`config.mk`:
```
export PLATFORM = sky130hd
export DESIGN_NAME = rf_dump
export DESIGN_NICKNAME = d
export VERILOG_FILES = /design/src/rtl/rf_dump_pkg.sv /design/src/rtl/rf_dump_en_ff.sv /design/src/rtl/rf_dump.sv
export SDC_FILE = /design/constraint.sdc
export NUM_CORES = 1
export LEC_CHECK = 0
export ABC_AREA = 1
export CAP_MARGIN = 20
export CORE_ASPECT_RATIO = 0.5
export CORE_MARGIN = 2
export CORE_UTILIZATION = 44
export CTS_CLUSTER_DIAMETER = 80
export DETAILED_ROUTE_END_ITERATION = 12
export PLACE_DENSITY = 0.76
export SLEW_MARGIN = 20
export SYNTH_ARGS = -nofsm -noshare
export SYNTH_HDL_FRONTEND = slang
export SYNTH_SLANG_ARGS = --single-unit
```
`constraint.sdc`:
```
create_clock -name clk -period 1.9 [get_ports clk]
set_input_delay 0.57 -clock clk [delete_from_list [all_inputs] [get_ports clk]]
set_output_delay 0.57 -clock clk [all_outputs]
set_load 0.005 [all_outputs]
```
`src/rtl/rf_dump_pkg.sv`:
```
// rf_dump_pkg: shared RF geometry, dump FSM encoding and count clamp helper.
// Rev 1.0
`default_nettype none

package rf_dump_pkg;

   localparam int RF_NREG   = 8;
   localparam int RF_SEL_W  = 3;
   localparam int RF_DATA_W = 16;

   typedef enum logic [1:0] {
      ST_IDLE = 2'd0,
      ST_LOAD = 2'd1,
      ST_SEND = 2'd2,
      ST_DONE = 2'd3
   } state_t;

   // A count of zero, or one larger than the register file, means "dump all".
   function automatic logic [3:0] clamp_count(input logic [3:0] c, input int nreg);
      return (c == 4'd0 || c > 4'(nreg)) ? 4'(nreg) : c;
   endfunction

endpackage

`default_nettype wire

```
`src/rtl/rf_dump_en_ff.sv`:
```
// rf_dump_en_ff: enable flip-flop cell with synchronous active-low clear.
// Rev 1.0
`default_nettype none

module rf_dump_en_ff #(
   parameter int WIDTH = 1
) (
   input  logic             clk,
   input  logic             rst,
   input  logic             en,
   input  logic [WIDTH-1:0] d,
   output logic [WIDTH-1:0] q
);

   always_ff @(posedge clk) begin
      if (!rst)
         q <= '0;
      else if (en)
         q <= d;
   end

endmodule

`default_nettype wire

```
`src/rtl/rf_dump.sv`:
```
// rf_dump: walks a wrapping register range through one RF read port and streams it out.
// Rev 1.0
`default_nettype none

module rf_dump
   import rf_dump_pkg::*;
#(
   parameter int DATA_W = RF_DATA_W,
   parameter int NREG   = RF_NREG,
   parameter int SEL_W  = RF_SEL_W
) (
   input  logic              clk,
   input  logic              rst,
   input  logic              start,
   input  logic [SEL_W-1:0]  first_reg,
   input  logic [3:0]        count,
   output logic [SEL_W-1:0]  rf_rd_sel,
   input  logic [DATA_W-1:0] rf_rd_data,
   output logic              out_valid,
   input  logic              out_ready,
   output logic [DATA_W-1:0] out_data,
   output logic [SEL_W-1:0]  out_regnum,
   output logic              out_last,
   output logic              busy,
   output logic              done,
   output logic              err
);

   localparam int HOLD_W = DATA_W + SEL_W + 1;

   state_t            state;
   state_t            state_nxt;
   logic [SEL_W-1:0]  cur;
   logic [3:0]        rem;
   logic              hs;
   logic              advance;
   logic              load_word;
   logic              last_d;
   logic [HOLD_W-1:0] hold_q;

   assign hs      = out_valid & out_ready;
   assign advance = (state == ST_SEND) & hs & ~out_last;

   always_ff @(posedge clk) begin
      if (!rst)
         state <= ST_IDLE;
      else
         state <= state_nxt;
   end

   always_comb begin
      state_nxt = state;
      case (state)
         ST_IDLE: if (start) state_nxt = ST_LOAD;
         ST_LOAD: state_nxt = ST_SEND;
         ST_SEND: if (hs && out_last) state_nxt = ST_DONE;
         ST_DONE: state_nxt = ST_IDLE;
         default: state_nxt = ST_IDLE;
      endcase
   end

   // On an accepted non-final word the next register is read in the same cycle,
   // which keeps out_valid high and sustains one word per cycle.
   always_comb begin
      rf_rd_sel = advance ? cur + SEL_W'(1) : cur;
      load_word = (state == ST_LOAD) | advance;
      last_d    = advance ? (rem == 4'd2) : (rem == 4'd1);
      busy      = (state != ST_IDLE);
      done      = (state == ST_DONE);
   end

   always_ff @(posedge clk) begin
      if (!rst) begin
         cur       <= '0;
         rem       <= '0;
         out_valid <= 1'b0;
         err       <= 1'b0;
      end else begin
         err <= start & (state != ST_IDLE);
         if (state == ST_IDLE && start) begin
            cur <= first_reg;
            rem <= clamp_count(count, NREG);
         end else if (advance) begin
            cur <= cur + SEL_W'(1);
            rem <= rem - 4'd1;
         end
         if (state == ST_LOAD)
            out_valid <= 1'b1;
         else if (state == ST_SEND && hs && out_last)
            out_valid <= 1'b0;
      end
   end

   rf_dump_en_ff #(
      .WIDTH(HOLD_W)
   ) u_hold (
      .clk(clk),
      .rst(rst),
      .en (load_word),
      .d  ({rf_rd_data, rf_rd_sel, last_d}),
      .q  (hold_q)
   );

   assign out_data   = hold_q[HOLD_W-1 -: DATA_W];
   assign out_regnum = hold_q[SEL_W:1];
   assign out_last   = hold_q[0];

endmodule

`default_nettype wire

```
==> qor.csv <==
stage,metric,value,unit
status,status,finished with violations,
status,failed_checks,negative setup slack,
floorplan,initial_utilization,47.5,%
floorplan,die-area,0.00384,mm²
clock_network,cts_tree,done,
power,leakagePower,0.00108,µW
logic_synthesis,synthFlopType,dfxtp_1,
logic_synthesis,synth_area,0.00147,mm²
logic_synthesis,async_reset_ff_share,0,%
floorplan,rows,14,
placement,portBuffers,53,
logic_synthesis,synth-edff-count,0,
global_route,grt_max_degree,20,
route,wire_per_inst,13.1,µm
route,drtAntennaViolNets,0,
worst_setup_path,crit_path_top_delay_cell,dfxtp_2,
cells_and_area,post-route-util,76.5,%
logic_synthesis,yosysUniqueCellTypes,21,
worst_setup_path,crit_fanout,6,
cells_and_area,stdcell_count,320,
timing,skew,0.00272,ns
clock_network,htree_levels,2,
placement,dp_hpwl,2820,µm
placement,placed_cells_incl_taps,304,
clock_network,cts_root_buf,clkbuf_8,
timing,rsz0062_at_grt,yes,
route,wl,4180,µm
floorplan,core-area,0.00308,mm²
job,drv_cap,0,
power,p_int,1990,µW
clock_network,path_clk_slew,0.06,ns
global_route,first_global_vias,1508,
route,viasPerCell,4.97,
cells_and_area,syn2layout_area_growth,61.0,%
logic_synthesis,syn_nets,233,
power,switchingPower,1140,µW
cells_and_area,diodes,0,
clock_network,cts_sinks,31,
logic_synthesis,avgSynthCellArea,7.40,µm²
route,drt_iter0_drc,53,
cells_and_area,nets,315,
clock_network,cts_inserted_buffers,5,
global_route,antenna_found_initial,0,
clock_network,ctsHoldBuffers,0,
floorplan,die_w,85.6,µm
worst_setup_path,start_kind,flip-flop,
power,vdd_drop_max,0.000889,V
timing,tightest_slew,0.357,ns
power,p_sw_share,36.5,%
timing,finalHoldViolCount,0,
logic_synthesis,seq_area_frac_synth,42.4,%
timing,setup_violations,3,
power,finalPower,3130,µW
route,via_count,1590,
worst_setup_path,worst_ep_required_time,1.33,ns
worst_setup_path,slowest_delay,0.33,ns
worst_setup_path,r2r_slack,0.25,ns
power,pwr-share-seq,32.9,%
placement,place.gp.congestion,0.833,
clock_network,clock_path_buffers,2,
timing,fin_ws,-0.0613,ns
worst_setup_path,cp_num_buf_inv,3,
worst_setup_path,cp_top_family,flip-flops,
worst_setup_path,endpoint_kind,primary output,
worst_setup_path,worstPathCellList,inv_2 > ha_4 > buf_6 > nand4_4 > nand2_1 > nand2_2 > buf_2,
logic_synthesis,yosys_warnings,0,
worst_setup_path,arrival,1.39,ns
global_route,grt_usage,21.8,%
cells_and_area,layout-drive-gt1-share,26.1,%
timing,relSlewSlack,76.0,%
logic_synthesis,syn_inst,198,
timing,drv_slew,0,
min_path,worstHoldPathType,reg2reg,
route,drc_errors,0,
power,power.density,1330,mW/mm²
timing,period_share,103,%
floorplan,fp.dieH,44.8,µm
power,p_comb_share,50.5,%
global_route,overflow,0,
timing,fmax,510,MHz
timing,post-route-min-period,1.96,ns
clock_network,clock_latency,0.28,ns
logic_synthesis,synth_seq_cells,31,
floorplan,ios,54,
route,dr.pass1.iters,4,
worst_setup_path,crit_type,reg2out,
global_route,grt_first_pass_wirelength,6430,µm
power,clockPowerShare,16.7,%
[sequential cells by signal (all words and copies together), names as in the netlist]
| register | count |
|---|---|
| cur | 3 |
| err | 1 |
| out_valid | 1 |
| rem | 4 |
| state | 2 |
| u_hold.q | 20 |
[synth_stat cells (2+ instances only)]
library cell / n / area [µm²]
ha_1: 8 / 100
o21ai_1: 10 / 50.1
nand3_1: 5 / 25.0
dfxtp_1: 31 / 621
o21ai_2: 2 / 17.5
inv_1: 20 / 75.1
nor2_2: 10 / 62.6
nand2_1: 26 / 97.6
buf_6: 3 / 33.8
nor2_1: 48 / 180
a21oi_1: 8 / 40.0
o21ai_0: 17 / 85.1
clkbuf_1: 2 / 7.51
[metrics by stage]
| stage | setup WS [ns] | TNS, ns | hold WS, ns | cell area, µm² |
|---|---|---|---|---|
| final | -0.0613 | -0.163 | 0.490 | 2360 |
| after global routing | -0.137 | -0.382 | 0.523 | 2360 |
| after CTS | -0.152 | -0.190 | 0.490 | 2300 |
| after detailed placement | -0.736 | -3.89 | 0.482 | 2140 |
| after global placement | -0.692 | -3.20 | 0.468 | 2140 |
| after floorplan | 0.261 | 0 | 0.447 | 1470 |
[per-layer routing]
metal / global-route usage, % / wire [µm]
met2: 41.6 / 2130
met1: 24.2 / 1840
met5: 0 / 0
met4: 7.94 / 29
met3: 6.03 / 182
[cells by family (layout without fill, tap and decap cells)]
family                   count (synthesis)  count (layout)  share of synthesized area [%]
buffers and inverters                   27             109                           8.63
XOR/XNOR                                 1               1                          0.598
flip-flops                              31              31                           42.4
AND/OR/NAND/NOR                         93              93                           27.9
AO/OA/AOI/OAI                           38              38                           13.7
adder cells (fa/ha/maj)                  8               8                           6.83
[area by class of cell]
cell class | count | area [µm²]
well taps | 40 | 50.0
repair buffers | 80 | 728
multi-input cells | 140 | 782
fillers | 225 | 724
clock buffers | 6 | 82.6
clock inverters | 1 | 5.00
flip-flops and latches | 31 | 626
inverters | 22 | 85.1
[cell usage in the layout (no fill, tap or decap), drive strengths merged]
cell type	count
nor2	58
a21oi	8
o21ai	29
nand2	28
nor3	1
o211ai	1
inv	22
nand3	5
clkdlybuf4s50	47
buf	32
nand4	1
ha	8
dlygate4sd2	1
xor2	1
clkbuf	6
clkinv	1
dfxtp	31
[repair_timing]
item / 4_1_cts / 5_1_grt
endpoints found under the setup margin: 5 / 6
pin swaps: 6 / 5
resized for setup: 34 / 13
buffers inserted: 4 / 7
[power by group through the flow]
stage / clock [µW] / sequential (µW) / combinational, µW
floorplan: 0 / 1020 / 712
global placement: 0 / 1010 / 1400
detailed placement: 0 / 1020 / 1440
CTS: 527 / 1020 / 1500
global route: 554 / 1060 / 1730
finish: 522 / 1030 / 1580
[worst paths after layout]
kind / startpoint / endpoint / depth (start not counted)
max: state[0] / rf_rd_sel[0] / 7
min reg2reg: rem[0] / rem[0] / 1
min: rem[0] / rem[0] / 1
max reg2reg: state[0] / cur[0] / 9
Note: power is estimated with default switching activity, not from simulation.
